## config.mk

```make
export PLATFORM = sky130hd
export DESIGN_NAME = serial_receiver
export DESIGN_NICKNAME = d
export VERILOG_FILES = /design/src/rtl/serial_receiver.sv
export SDC_FILE = /design/constraint.sdc
export NUM_CORES = 1
export LEC_CHECK = 0
export ABC_AREA = 1
export CAP_MARGIN = 20
export CORE_MARGIN = 2
export CORE_UTILIZATION = 45
export CTS_CLUSTER_DIAMETER = 30
export DETAILED_ROUTE_END_ITERATION = 10
export GPL_TIMING_DRIVEN = 0
export PLACE_DENSITY = 0.73
export SYNTH_ARGS = -nofsm -noshare
export SYNTH_HDL_FRONTEND = slang
export SYNTH_SLANG_ARGS = --single-unit
```

## constraint.sdc

```tcl
create_clock -name Clk -period 3.75 [get_ports Clk]
set_clock_uncertainty 0.05 [all_clocks]
set_input_delay 0.75 -clock Clk [delete_from_list [all_inputs] [get_ports Clk]]
set_output_delay 0.75 -clock Clk [all_outputs]
set_load 0.01 [all_outputs]
```

## src/rtl/serial_receiver.sv

```systemverilog
// serial_receiver: deserialises MSB-first frames from the transmitter into a small FWFT FIFO
module serial_receiver #(
    parameter int DATA_WIDTH = 32,
    parameter int FIFO_DEPTH = 4
) (
    input  logic                          Clk,
    input  logic                          Reset,
    input  logic                          ClkTx,
    input  logic                          DataOut,
    input  logic                          DOutValid,
    input  logic                          RdEn,
    input  logic                          ClrErr,
    output logic [DATA_WIDTH-1:0]         RxData,
    output logic                          RxValid,
    output logic                          Full,
    output logic [$clog2(FIFO_DEPTH):0]   Count,
    output logic                          RxBusy,
    output logic                          FrameErr,
    output logic                          Overflow
);

    localparam int AW = $clog2(FIFO_DEPTH);
    localparam int CW = $clog2(DATA_WIDTH + 1);

    typedef enum logic [1:0] {IDLE, SHIFT, DONE} state_t;

    state_t                state_q;
    logic                  clktx_q;
    logic [DATA_WIDTH-1:0] shift_q;
    logic [CW-1:0]         bits_q;
    logic                  frame_err_q;

    logic [DATA_WIDTH-1:0] mem_q [FIFO_DEPTH];
    logic [AW-1:0]         wr_ptr_q;
    logic [AW-1:0]         rd_ptr_q;
    logic [AW:0]           count_q;
    logic                  overflow_q;

    logic bit_edge;
    logic push;
    logic pop;
    logic full;
    logic wr_en;
    logic ovf_set;

    // ClkTx is already synchronous to Clk, so a single history flop gives the rising edge
    assign bit_edge = ClkTx & ~clktx_q;

    // A finished word sits in DONE for exactly one cycle, which is the push cycle
    assign push    = (state_q == DONE);
    assign full    = (count_q == (AW+1)'(FIFO_DEPTH));
    assign pop     = RdEn && (count_q != '0);
    assign wr_en   = push && (!full || pop);
    assign ovf_set = push && full && !pop;

    // Frame assembly FSM: shift bits on each ClkTx edge, abort when the frame enable drops
    always_ff @(posedge Clk or negedge Reset) begin
        if (!Reset) begin
            state_q     <= IDLE;
            clktx_q     <= 1'b0;
            shift_q     <= '0;
            bits_q      <= '0;
            frame_err_q <= 1'b0;
        end else begin
            clktx_q     <= ClkTx;
            frame_err_q <= 1'b0;
            case (state_q)
                IDLE: begin
                    if (bit_edge && DOutValid) begin
                        shift_q <= {shift_q[DATA_WIDTH-2:0], DataOut};
                        bits_q  <= CW'(1);
                        state_q <= SHIFT;
                    end
                end
                SHIFT: begin
                    if (!DOutValid) begin
                        shift_q     <= '0;
                        bits_q      <= '0;
                        frame_err_q <= 1'b1;
                        state_q     <= IDLE;
                    end else if (bit_edge) begin
                        shift_q <= {shift_q[DATA_WIDTH-2:0], DataOut};
                        bits_q  <= bits_q + CW'(1);
                        if (bits_q == CW'(DATA_WIDTH - 1))
                            state_q <= DONE;
                    end
                end
                DONE: begin
                    bits_q  <= '0;
                    state_q <= IDLE;
                end
                default: state_q <= IDLE;
            endcase
        end
    end

    // Storage array carries no reset; the read side masks it whenever the FIFO is empty
    always_ff @(posedge Clk) begin
        if (wr_en)
            mem_q[wr_ptr_q] <= shift_q;
    end

    // FIFO bookkeeping; pointers wrap naturally because the depth is a power of two
    always_ff @(posedge Clk or negedge Reset) begin
        if (!Reset) begin
            wr_ptr_q   <= '0;
            rd_ptr_q   <= '0;
            count_q    <= '0;
            overflow_q <= 1'b0;
        end else begin
            if (wr_en)
                wr_ptr_q <= wr_ptr_q + AW'(1);
            if (pop)
                rd_ptr_q <= rd_ptr_q + AW'(1);
            count_q    <= count_q + (AW+1)'(wr_en) - (AW+1)'(pop);
            overflow_q <= ovf_set | (overflow_q & ~ClrErr);
        end
    end

    assign RxValid  = (count_q != '0);
    assign RxData   = RxValid ? mem_q[rd_ptr_q] : '0;
    assign Full     = full;
    assign Count    = count_q;
    assign RxBusy   = (state_q != IDLE);
    assign FrameErr = frame_err_q;
    assign Overflow = overflow_q;

endmodule

```

==> impl_metrics.ini, run 1 <==
[synth]
synth_area_leaders = edfxtp_1 52%, dfrtp_1 17%, nor2_1 7.5%
netlist_area_um2 = 7348
synth_fp_nets = 665
yosysMostFrequentCell = nor2_1
synth_xor_xnor_area_share_pct = 0.4768
synth_top_family_by_area = simple AND/OR/NAND/NOR gates
yosysWarnings = 0
synthMuxAreaShare_pct = 0
syn_inst = 647
synth_edf_count = 128
synthFlopType = edfxtp_1
ys_ff_latch = 178
yosysTopAreaCellShare_pct = 52.31
synth_top_area_cell = edfxtp_1
synthArstFlopShare_pct = 28.09
synth_fa_ha_area_share_pct = 1.975
synth_compound_gate_area_share_pct = 11.10
yosys-top-cells-count = 147 x nor2_1, 128 x edfxtp_1, 93 x nand2_1, 70 x o21ai_0, 50 x dfrtp_1
yosys.area_share.simple_pct = 13.13
synth_cell_types = 24
yosysSeqAreaShare_pct = 69.33
syn-mean-instance-area_um2 = 11.36

[placement]
hpwl_mm = 10.10
gp_congestion = 0.7790
io_buffers = 46
post-place-ws_ns = 0.6569

[critical_path]
cp_max_fo = 10
rrSetupSlack_ns = 1.32
timing.critical_path.to_type = output pin
critical_path_arrival_ns = 2.74
cp.required_ns = 2.95
path_class = reg2out
startpoint_type = flop

[cts]
numCtsBuffers = 17
cts.sinks = 178
clock_path_buffers = 2
path_clk_slew_ns = 0.06
cts_tree = done
cts_hold_buf = 0
clockRootBuffer = clkbuf_16
h-tree-depth = 4
post_cts_buffers = 0
cts_resized = 0
clkLatencyLatePin_ns = 0.43

[die]
chipWidth_um = 131.8
io_pins = 47
start_util_pct = 46.09
chipHeight_um = 131.8
rows = 46
coreArea_um2 = 15940
dieArea_um2 = 17370

[layout]
final_layout_size_suffix_gt1_share_pct = 10.82
fin_nets = 735
fin_util_pct = 55.10
antenna_cells = 0
fillers = 1308
area_growth_pct = 19.55

[global_route]
grt-ovfl-total = 0
grt_pass1_vias = 4806
antenna_found_initial = 0
grt_max_degree = 27
grt_pass1_wl_mm = 25.25
grtUsageTotal_pct = 18.86

[detailed_routing]
postRouteAntennaNets = 0
dr.pass1.iters = 5
wl_met1_mm = 6.790
routed_wl_mm = 15.74
drc = 0
met2WireLength_mm = 7.766
avgViaCountPerCell = 5.185
drt_iter0_drc = 459
num_vias = 4905
wl_met3_um = 905
top_layer = met4
post_drt_wl_per_cell_um = 16.64

[power]
leakage_nw = 3.203
powerDensity_nw_per_um2 = 834.1
vdd_drop_max_v = 0.0004236

[sta]
fmax_ghz = 0.2821
worst-slew-pin-transition_ns = 0.6520
setup_violations = 0
finalCritPeriodShare_pct = 94.53
drv_slew = 0
relSlewSlack_pct = 56.43
setup_slack_ns = 0.2050
period_needed_ns = 3.545
hold_viol_final = 0
grt_setup_unrepaired = no

[outcome]
outcome = finished clean

[hold_path]
hold_path.class = in2async

[job]
maxCapViolCount = 0
[metrics by stage]
stage / cell area, µm² / instances / hold WS, ns / TNS (ns) / power (mW)
6_report: 8785 / 946 / 0.2917 / 0 / 7.327
5_1_grt: 8785 / 946 / 0.3327 / 0 / 7.767
4_1_cts: 8785 / 946 / 0.3005 / 0 / 7.377
3_5_place_dp: 8234 / 914 / 0.4660 / 0 / 5.695
3_3_place_gp: 8079 / 909 / 0.4459 / -88.88 / 5.551
2_1_floorplan: 7348 / 647 / 0.4044 / 0 / 4.367
[critical path: stages (launching register included)]
cell	delay [ns]
dfrtp_1	0.39
inv_2	0.06
clkbuf_1	0.36
clkbuf_1	0.50
o21ai_0	0.18
a21oi_1	0.24
clkdlybuf4s50_1	0.58
[final cells by class]
type                    count  area [µm²]  area share (%)
multi-input cells         405        1991           22.66
plain buffers              33       176.4           2.008
well taps                 216       270.3           3.076
repair buffers             51       585.6           6.666
clock buffers              26       469.2           5.341
clock inverters             6       81.33          0.9258
inverters                  31       116.4           1.325
flip-flops and latches    178        5095           58.00
[cell usage in the layout, fill, tap and decap left out, types with 2 or more instances in the layout]
cell and instances:
nor2_1 143, edfxtp_1 128, nand2_1 93, o21ai_0 70, dfrtp_1 50, clkdlybuf4s50_1 45
a21oi_1 35, clkbuf_1 29, inv_1 28, o21ai_2 28, clkbuf_16 17, ha_1 10
buf_2 7, nand3_1 7, buf_6 6, nor2_4 4, buf_16 4, inv_2 3
xor2_1 3, o22ai_1 2, nand4_1 2, o21ai_1 2, bufinv_16 2, clkinv_2 2
[logic make-up after synthesis]
group                    Yosys count
AND/OR/NAND/NOR                  251
AO/OA/AOI/OAI                    139
buffers and inverters             64
XOR/XNOR                           4
adder cells (fa/ha/maj)           11
flip-flops                       178
[report_power, final]
group	switching, mW	internal, mW	total [mW]	leakage, nW
Sequential	0.199	2.46	2.66	1.80
Combinational	1.78	1.21	2.99	1.14
Clock	0.685	0.994	1.68	0.264
Total	2.66	4.67	7.33	3.20
[metal layers]
| layer | global-route usage [%] | vias up |
|---|---|---|
| li1 | - | 2336 |
| met1 | 24.84 | 2384 |
| met2 | 31.09 | 158 |
| met3 | 3.806 | 27 |
| met4 | 7.246 | 0 |
| met5 | 0 | - |
[state kept, by name, summed over array words and instances (netlist names)]
| signal | count |
|---|---|
| clktx_q | 1 |
| Overflow | 1 |
| FrameErr | 1 |
| mem_q | 128 |
| Count | 3 |
| rd_ptr_q | 2 |
| state_q | 2 |
| shift_q | 32 |
| bits_q | 6 |
| wr_ptr_q | 2 |
[path summary, 6_finish.rpt]
check | start | to | depth (start not counted)
worst max-delay path | rd_ptr_q[0] | RxData[30] | 6
worst min-delay path | Reset | shift_q[26] | 1
worst max register to register | Count[1] | Count[2] | 8
worst min register to register | shift_q[31] | mem_q[0][31] | 0
max in group asynchronous | Reset | shift_q[5] | 2
min in group Clk | shift_q[31] | mem_q[0][31] | 0
Note: power is estimated with default switching activity, not from simulation.
==> inputs of run 2 (changes only) <==
- CORE_UTILIZATION: 45 -> 32
- CTS_CLUSTER_DIAMETER: 30 -> default
- PLACE_DENSITY: 0.73 -> 0.58
==> run 2 against run 1 <==
Setup slack better by 0.045 ns. Power up 0.86%. Non-clock buffer count unchanged. Sequential share of layout area down 0.59 points. Die area up 39%. Maximum frequency up 1.3%. First-iteration DRC count down 39%. Utilization down 16 points. Critical path type unchanged. Largest cell class unchanged. Highest routed layer unchanged.
==> impl_metrics.ini, run 2 (synthesis gave the netlist of run 1 again) <==
[placement]
io_buffers = 46
gp_congestion = 0.7551
hpwl_mm = 10.04
dpl-instance-area_um2 = 8298

[sta]
grt_setup_unrepaired = no
period_needed_ns = 3.500
relSlewSlack_pct = 54.41
hold_viol_final = 0
finalCritPeriodShare_pct = 93.33
drv_slew = 0
fmax_ghz = 0.2857
worst-slew-pin-transition_ns = 0.6839
setup_violations = 0

[die]
coreArea_um2 = 22570
chipWidth_um = 155.5
io_pins = 47
rows = 55
start_util_pct = 32.56
chipHeight_um = 155.5
dieArea_um2 = 24190

[layout]
area_growth_pct = 20.77
final_cell_area_um2 = 8875
final_common_cell = nor2_1
final_layout_size_suffix_gt1_share_pct = 11.23
largest_reg_flops = 128
regMostFlops = mem_q
fin_nets = 735
fillers = 2149
antenna_cells = 0
reg_top3 = mem_q x128, shift_q x32, bits_q x6
final_cell_mix = 143 x nor2_1, 128 x edfxtp_1, 93 x nand2_1

[global_route]
grt_pass1_wl_mm = 25.23
antenna_found_initial = 0
grtUsageTotal_pct = 13.73
grt_max_degree = 36
grt-ovfl-total = 0
grt_pass1_vias = 4609

[cts]
cts_tree = done
cts_resized = 0
numCtsBuffers = 17
cts.sinks = 178
path_clk_slew_ns = 0.06
clockRootBuffer = clkbuf_16
clock_path_buffers = 2
clkLatencyLatePin_ns = 0.42
h-tree-depth = 4
post_cts_buffers = 0
cts_hold_buf = 0

[job]
maxCapViolCount = 0

[critical_path]
critical_path.slowest_cell = clkdlybuf4s50_1
ff2ff_path_depth = 8
path_cells = inv_2 -> clkbuf_1 -> clkbuf_1 -> o21ai_0 -> a21oi_1 -> clkdlybuf4s50_1
cp.required_ns = 2.95
cp_common_cell = clkbuf_1
path_class = reg2out
timing.critical_path.to_type = output pin
critPathLaunch = rd_ptr_q[0]
cp_max_fo = 10
startpoint_type = flop
critPathTopFamily = buffers and inverters
slowest_delay_ns = 0.58
critical_path_buf_inv_count = 4
critical_path_arrival_ns = 2.70
rr_endpoint = Count[2]
reg2reg_from = Count[1]
rrSetupSlack_ns = 1.24

[detailed_routing]
post_drt_wl_per_cell_um = 15.67
avgViaCountPerCell = 4.615
num_vias = 4684
routed_wl_mm = 15.90
postRouteAntennaNets = 0
drc = 0
drt_iter0_drc = 278
dr.pass1.iters = 4

[power]
combinationalPowerShare_pct = 40.4
vdd_drop_max_v = 0.0004119
powerDensity_nw_per_um2 = 832.7
swShare_pct = 36.36
intPower_mw = 4.703
design_power_total_mw = 7.390
leakage_nw = 3.206
clockPowerShare_pct = 23.6
p_seq_share_pct = 36.0
p_sw_mw = 2.687

[outcome]
outcome = finished clean

[hold_path]
hold_path.class = in2async
run 2: cell types whose count changed in the layout (fill, tap and decap cells not counted):
| cell | change |
|---|---|
| clkinvlp_4 | +1 |
| clkbuf_8 | -1 |
| buf_12 | +3 |
| buf_16 | -3 |
| clkinv_4 | +1 |
| clkinv_1 | +2 |
| clkbuf_1 | -5 |
| bufinv_16 | +1 |
| clkinv_2 | +1 |
run 2: cell type report:
type | instances | area, µm² | share of cell area [%]
flip-flops and latches | 178 | 5095 | 57.41
multi-input cells | 405 | 1991 | 22.43
repair buffers | 51 | 563.0 | 6.344
clock buffers | 20 | 436.7 | 4.920
well taps | 285 | 356.6 | 4.018
plain buffers | 33 | 176.4 | 1.988
clock inverters | 12 | 140.1 | 1.579
inverters | 31 | 116.4 | 1.311
run 2: power groups by stage:
stage	Clock (mW)	Combinational (mW)	Sequential (mW)
after floorplan	0	1.72	2.65
after global placement	0	2.96	2.70
after detailed placement	0	3.04	2.69
after CTS	1.77	3.05	2.66
after global routing	1.85	3.30	2.70
final	1.74	2.99	2.66
run 2: metal layers:
layer	vias to the layer above	routed length, µm	GRT usage (%)
met4	0	140	3.932
met2	66	7723	22.88
met3	12	505	3.222
met1	2270	7534	17.98
met5	-	0	0
li1	2336	-	-
run 2: worst max-delay path by stage:
| stage | end | cells after the start |
|---|---|---|
| after floorplan | mem_q[0][0] | 4 |
| after global routing | RxData[30] | 6 |
| after CTS | RxData[30] | 6 |
| after global placement | mem_q[1][19] | 5 |
| after detailed placement | RxData[30] | 6 |
| final | RxData[27] | 6 |
run 2: metrics by stage:
stage	setup TNS (ns)	hold slack (ns)	utilization, %	setup WS, ns	instances
floorplan	0	0.4044	-	0.8864	647
finish	0	0.2182	39.32	0.2502	1015
global route	0	0.2275	39.32	0.02916	1015
CTS	0	0.2091	39.32	0.1998	1015
detailed placement	0	0.4536	36.76	0.6607	983
global placement	-102.60	0.4493	36.18	-0.8487	978
==> edit 1 (flow settings as in run 1) <==
Put one more register stage on the output `Overflow`, without a reset. The value now appears one clock later. The other outputs are not delayed to match.
--- a/src/rtl/serial_receiver.sv
+++ b/src/rtl/serial_receiver.sv
@@ -123,7 +123,9 @@
     assign Count    = count_q;
     assign RxBusy   = (state_q != IDLE);
     assign FrameErr = frame_err_q;
-    assign Overflow = overflow_q;
+    always_ff @(posedge Clk) begin
+        Overflow <= overflow_q;
+    end
 
 endmodule
 
Check against the original RTL: same outputs for any inputs over 10 cycles, from zero or initial values and one cycle with Reset low; that may be too few to reach the edited logic, so the function may still have changed.
==> edit 1 against run 1 <==
Total power is 0.52% lower. Non-clock buffer count stayed put. Final cell count is 0.11% higher. Count of clock-buffer cells in the layout is 2 higher. Cell area hardly changed. Worst setup slack better by 59 ps. Critical path type unchanged. Sequential cell count is 1 higher. Area after synthesis is 0.27% higher. Routed wire length is 1.4% lower.
==> edit 1: results (changes against run 1) <==
Layout Nets 736 (+0.14%); Post-synth EDFFs 128 (unchanged); Worst-path clk slew 60 ps (about the same); HP Class in2async; Max Slew Vio Count 0 (unchanged); Placed Area 8220 µm² (-0.12%); Synth area leaders edfxtp_1, dfrtp_1, nor2_1; Post-synth top cells nor2_1, edfxtp_1, nand2_1, o21ai_0, dfrtp_1; largest net degree at the start of global routing 27 (unchanged); Net Count, Synth 666 (+0.15%); LEAKAGE 3.20 nW (-0.11%); # diodes 0 (unchanged); Synth cell types 25 (+4.2%); Post-Synthesis Mean Instance Area 11.4 µm² (+0.12%); total setup buffers inserted after CTS 0 (unchanged); maximum VDD drop 0.431 mV (+1.8%); post-CTS sizing 0 (unchanged); gr usage total 0.188 (-0.00101); router iterations before antenna repair 5 (unchanged); CP arrival 2690 ps (-50 ps); DRT Wirelength 15500 µm (-1.4%); top flop regs mem_q (128), shift_q (32), bits_q (6); DPL Wire Length 10100 µm (-0.21%); post-place setup slack 674 ps (+16.6 ps); Routability Congestion 0.779 (about the same); Inserted Clock Buffers 17 (unchanged); via count 4899 (-0.12%); status finished, final reports clean; Routed wire per std cell 16.4 µm (-1.5%); vias in the first global route 4982 (+3.7%); clk_lat worst skew 430 ps (about the same); First DRT Iteration DRCs 430 (-6.3%); Worst-Margin Slew 644 ps (-8.08 ps); first-pass GRT wire length 25300 µm (+0.22%); Max H-tree Level 4 (unchanged); CP max FO 10 (unchanged); clk root buf clkbuf_16; Buffers on Ports 46 (unchanged); initial antenna violation count 0 (unchanged); share of cells above drive strength 1 0.108 (-0.000148); # placed instances 915 (+0.11%); Syn. warnings 0 (unchanged); Clock Path Buffers 2 (unchanged); Async SR Flop Fraction 0.279 (-0.00157); post-synthesis sequential area ratio 0.694 (+0.000833)
==> edit 1: cell families after synthesis <==
logic type                 Yosys count  synth area share
xor gates and xnor gates             4           0.00476
AOI/OAI and AO/OA                  139             0.111
and+or+nand+nor                    251             0.131
buffers and inverters               64            0.0397
adders and majority gates           11            0.0197
DFF                                179             0.694
==> edit 1: power by group <==
group | internal, W | leakage [nW] | switching [W]
clock network | 0.000987 | 0.265 | 0.000672
registers | 0.00247 | 1.80 | 0.000197
logic | 0.00120 | 1.13 | 0.00176
==> edit 1: layer usage <==
| metal | global-route usage | wire [µm] |
|---|---|---|
| met2 | 0.321 | 7850 |
| met5 | 0 | 0 |
| met3 | 0.0369 | 738 |
| met4 | 0.0857 | 225 |
| met1 | 0.230 | 6700 |
==> edit 1: worst paths after layout <==
kind	startpoint	to	slack [ps]	cells after the start
worst max-delay path	rd_ptr_q[0]	RxData[16]	260	6
worst min-delay path	Reset	shift_q[26]	290	1
worst max register to register	Count[1]	Count[2]	1260	8
worst min register to register	overflow_q	Overflow	340	0
max in group asynchronous	Reset	shift_q[6]	2790	2
min in group Clk	overflow_q	Overflow	340	0
==> edit 1: final cells by class <==
cell class | count | area (µm²)
clock buffer | 28 | 508
inverter | 31 | 116
tap | 216 | 270
sequential | 179 | 5110
fill | 1321 | 7160
buffer | 33 | 176
multi-input combinational | 405 | 1990
clock inverter | 4 | 46.3
timing repair buffer | 51 | 556
==> edit 1: critical path, stage by stage, from the launching register on <==
cell and delay (ps):
dfrtp_1 390, inv_2 60, clkbuf_1 330, clkbuf_1 480, o21ai_0 200, a21oi_1 230
clkdlybuf4s50_1 570
==> edit 1: stage by stage <==
stage	power, W	hold slack [ps]
floorplan	0.00438	297
global placement	0.00555	311
detailed placement	0.00569	323
CTS	0.00734	293
global route	0.00774	325
finish	0.00729	285
==> edit 2 (config.mk and constraints of run 1) <==
Without the edit above. The parameter `FIFO_DEPTH` goes from 4 to 8.
--- a/src/rtl/serial_receiver.sv
+++ b/src/rtl/serial_receiver.sv
@@ -1,7 +1,7 @@
 // serial_receiver: deserialises MSB-first frames from the transmitter into a small FWFT FIFO
 module serial_receiver #(
     parameter int DATA_WIDTH = 32,
-    parameter int FIFO_DEPTH = 4
+    parameter int FIFO_DEPTH = 8
 ) (
     input  logic                          Clk,
     input  logic                          Reset,
Interface: changed (resized Count); port bits go from 47 to 48. No check against the original RTL was run, so the function may have changed too.
==> edit 2 against run 1 <==
Area after synthesis rose by 70%. Global-route usage rose by 2.8 points. Critical path depth did not move. Sequential cell count rose by 131. Count of clock-buffer cells in the layout rose by 33. Cell area rose by 76%. Via count rose by 75%. Critical path type unchanged. Final cell count rose by 66%. Total power rose by 91%. Worst setup slack got worse by 97 ps. Sequential share of layout area rose by 0.15 points. Routed wire length rose by 94%.
==> edit 2: results (changes against run 1) <==
status finished, final reports clean; Placed Area 13700 µm² (+66%); most common cell in the netlist edfxtp_1; GR Util met3 0.0388 (+0.000775); Fillers 2089 (+60%); Synth area leaders edfxtp_1, dfrtp_1, nor2_1; Worst-Margin Slew 710 ps (+57.6 ps); GRT met1 Usage 0.277 (+0.0283); Clock buf/inv share 0.116 (+0.0533); Net Count, Synth 1066 (+60%); DPL Wire Length 19100 µm (+89%); post-CTS sizing 3 (+3); Inserted Clock Buffers 50 (+33); Register Area 9010 µm² (+77%); Non-clk invs 28 (-9.7%); clk_lat worst skew 540 ps (+110 ps); Non-clock buffers 116 (+38%); reg2reg start Count[3]; Routed met1 length 11800 µm (+74%); DR WL met3 2450 µm (+170%); Routability Congestion 0.854 (+9.7%); CP arrival 2840 ps (+100 ps); Pint 0.00905 W (+94%); Post-synth EDFFs 256 (+100%); Clock Path Buffers 3 (+1); largest net degree at the start of global routing 32 (+19%); synthesized area 12500 µm² (+70%); reg2reg end mem_q[3][25]; Buffers on Ports 47 (+2.2%); Post-synth top cells edfxtp_1, nor2_1, nand2_1, o21ai_0, dfrtp_1; fraction of area in registers 0.581 (+0.00151); top flop regs mem_q (256), shift_q (32), bits_q (6); maximum VDD drop 0.483 mV (+14%); # placed instances 1474 (+61%); Final Hold Slack 170 ps (-122 ps); Routed wire per std cell 19.4 µm (+17%); vias in the first global route 8684 (+81%); Synth cell types 26 (+8.3%); met2 usage in global routing 0.367 (+0.0562); Post-Synthesis Mean Instance Area 11.9 µm² (+4.9%); Setup crit start rd_ptr_q[1]; Worst setup endpoint RxData[0]; LEAKAGE 5.78 nW (+81%); first-pass GRT wire length 47800 µm (+89%); Multi-In Gates 649 (+60%); worst reg2reg setup slack 800 ps (-520 ps); Max H-tree Level 2 (-2); post-place setup slack 391 ps (-266 ps); Layout Nets 1174 (+60%); Signal buf overhead 0.0661 (-0.0206); clock buffers 59 (+130%)
-- edit 2: cell families (layout without fill, tap and decap cells) --
kind of cell,after synthesis,after routing,synth area share
flops,309,309,0.723
simple gates,394,394,0.121
compound gates,238,238,0.106
buf+inv,88,238,0.0332
xor+xnor,4,4,0.00281
fa+ha+maj,13,13,0.0137
-- edit 2: power groups by stage --
stage                     Combinational, W  Clock [W]  Sequential, W
after floorplan                    0.00269          0        0.00445
after global placement             0.00450          0        0.00451
after detailed placement           0.00469          0        0.00452
after CTS                          0.00475    0.00480        0.00447
after global routing               0.00521    0.00495        0.00452
final                              0.00474    0.00477        0.00447
-- edit 2: how the worst min path moves through the flow --
stage           startpoint           to
4_1_cts              Reset  shift_q[22]
3_3_place_gp     bits_q[1]    bits_q[1]
2_1_floorplan        Reset     Count[0]
3_5_place_dp   wr_ptr_q[2]  wr_ptr_q[2]
6_report             Reset  shift_q[25]
5_1_grt              Reset  shift_q[22]
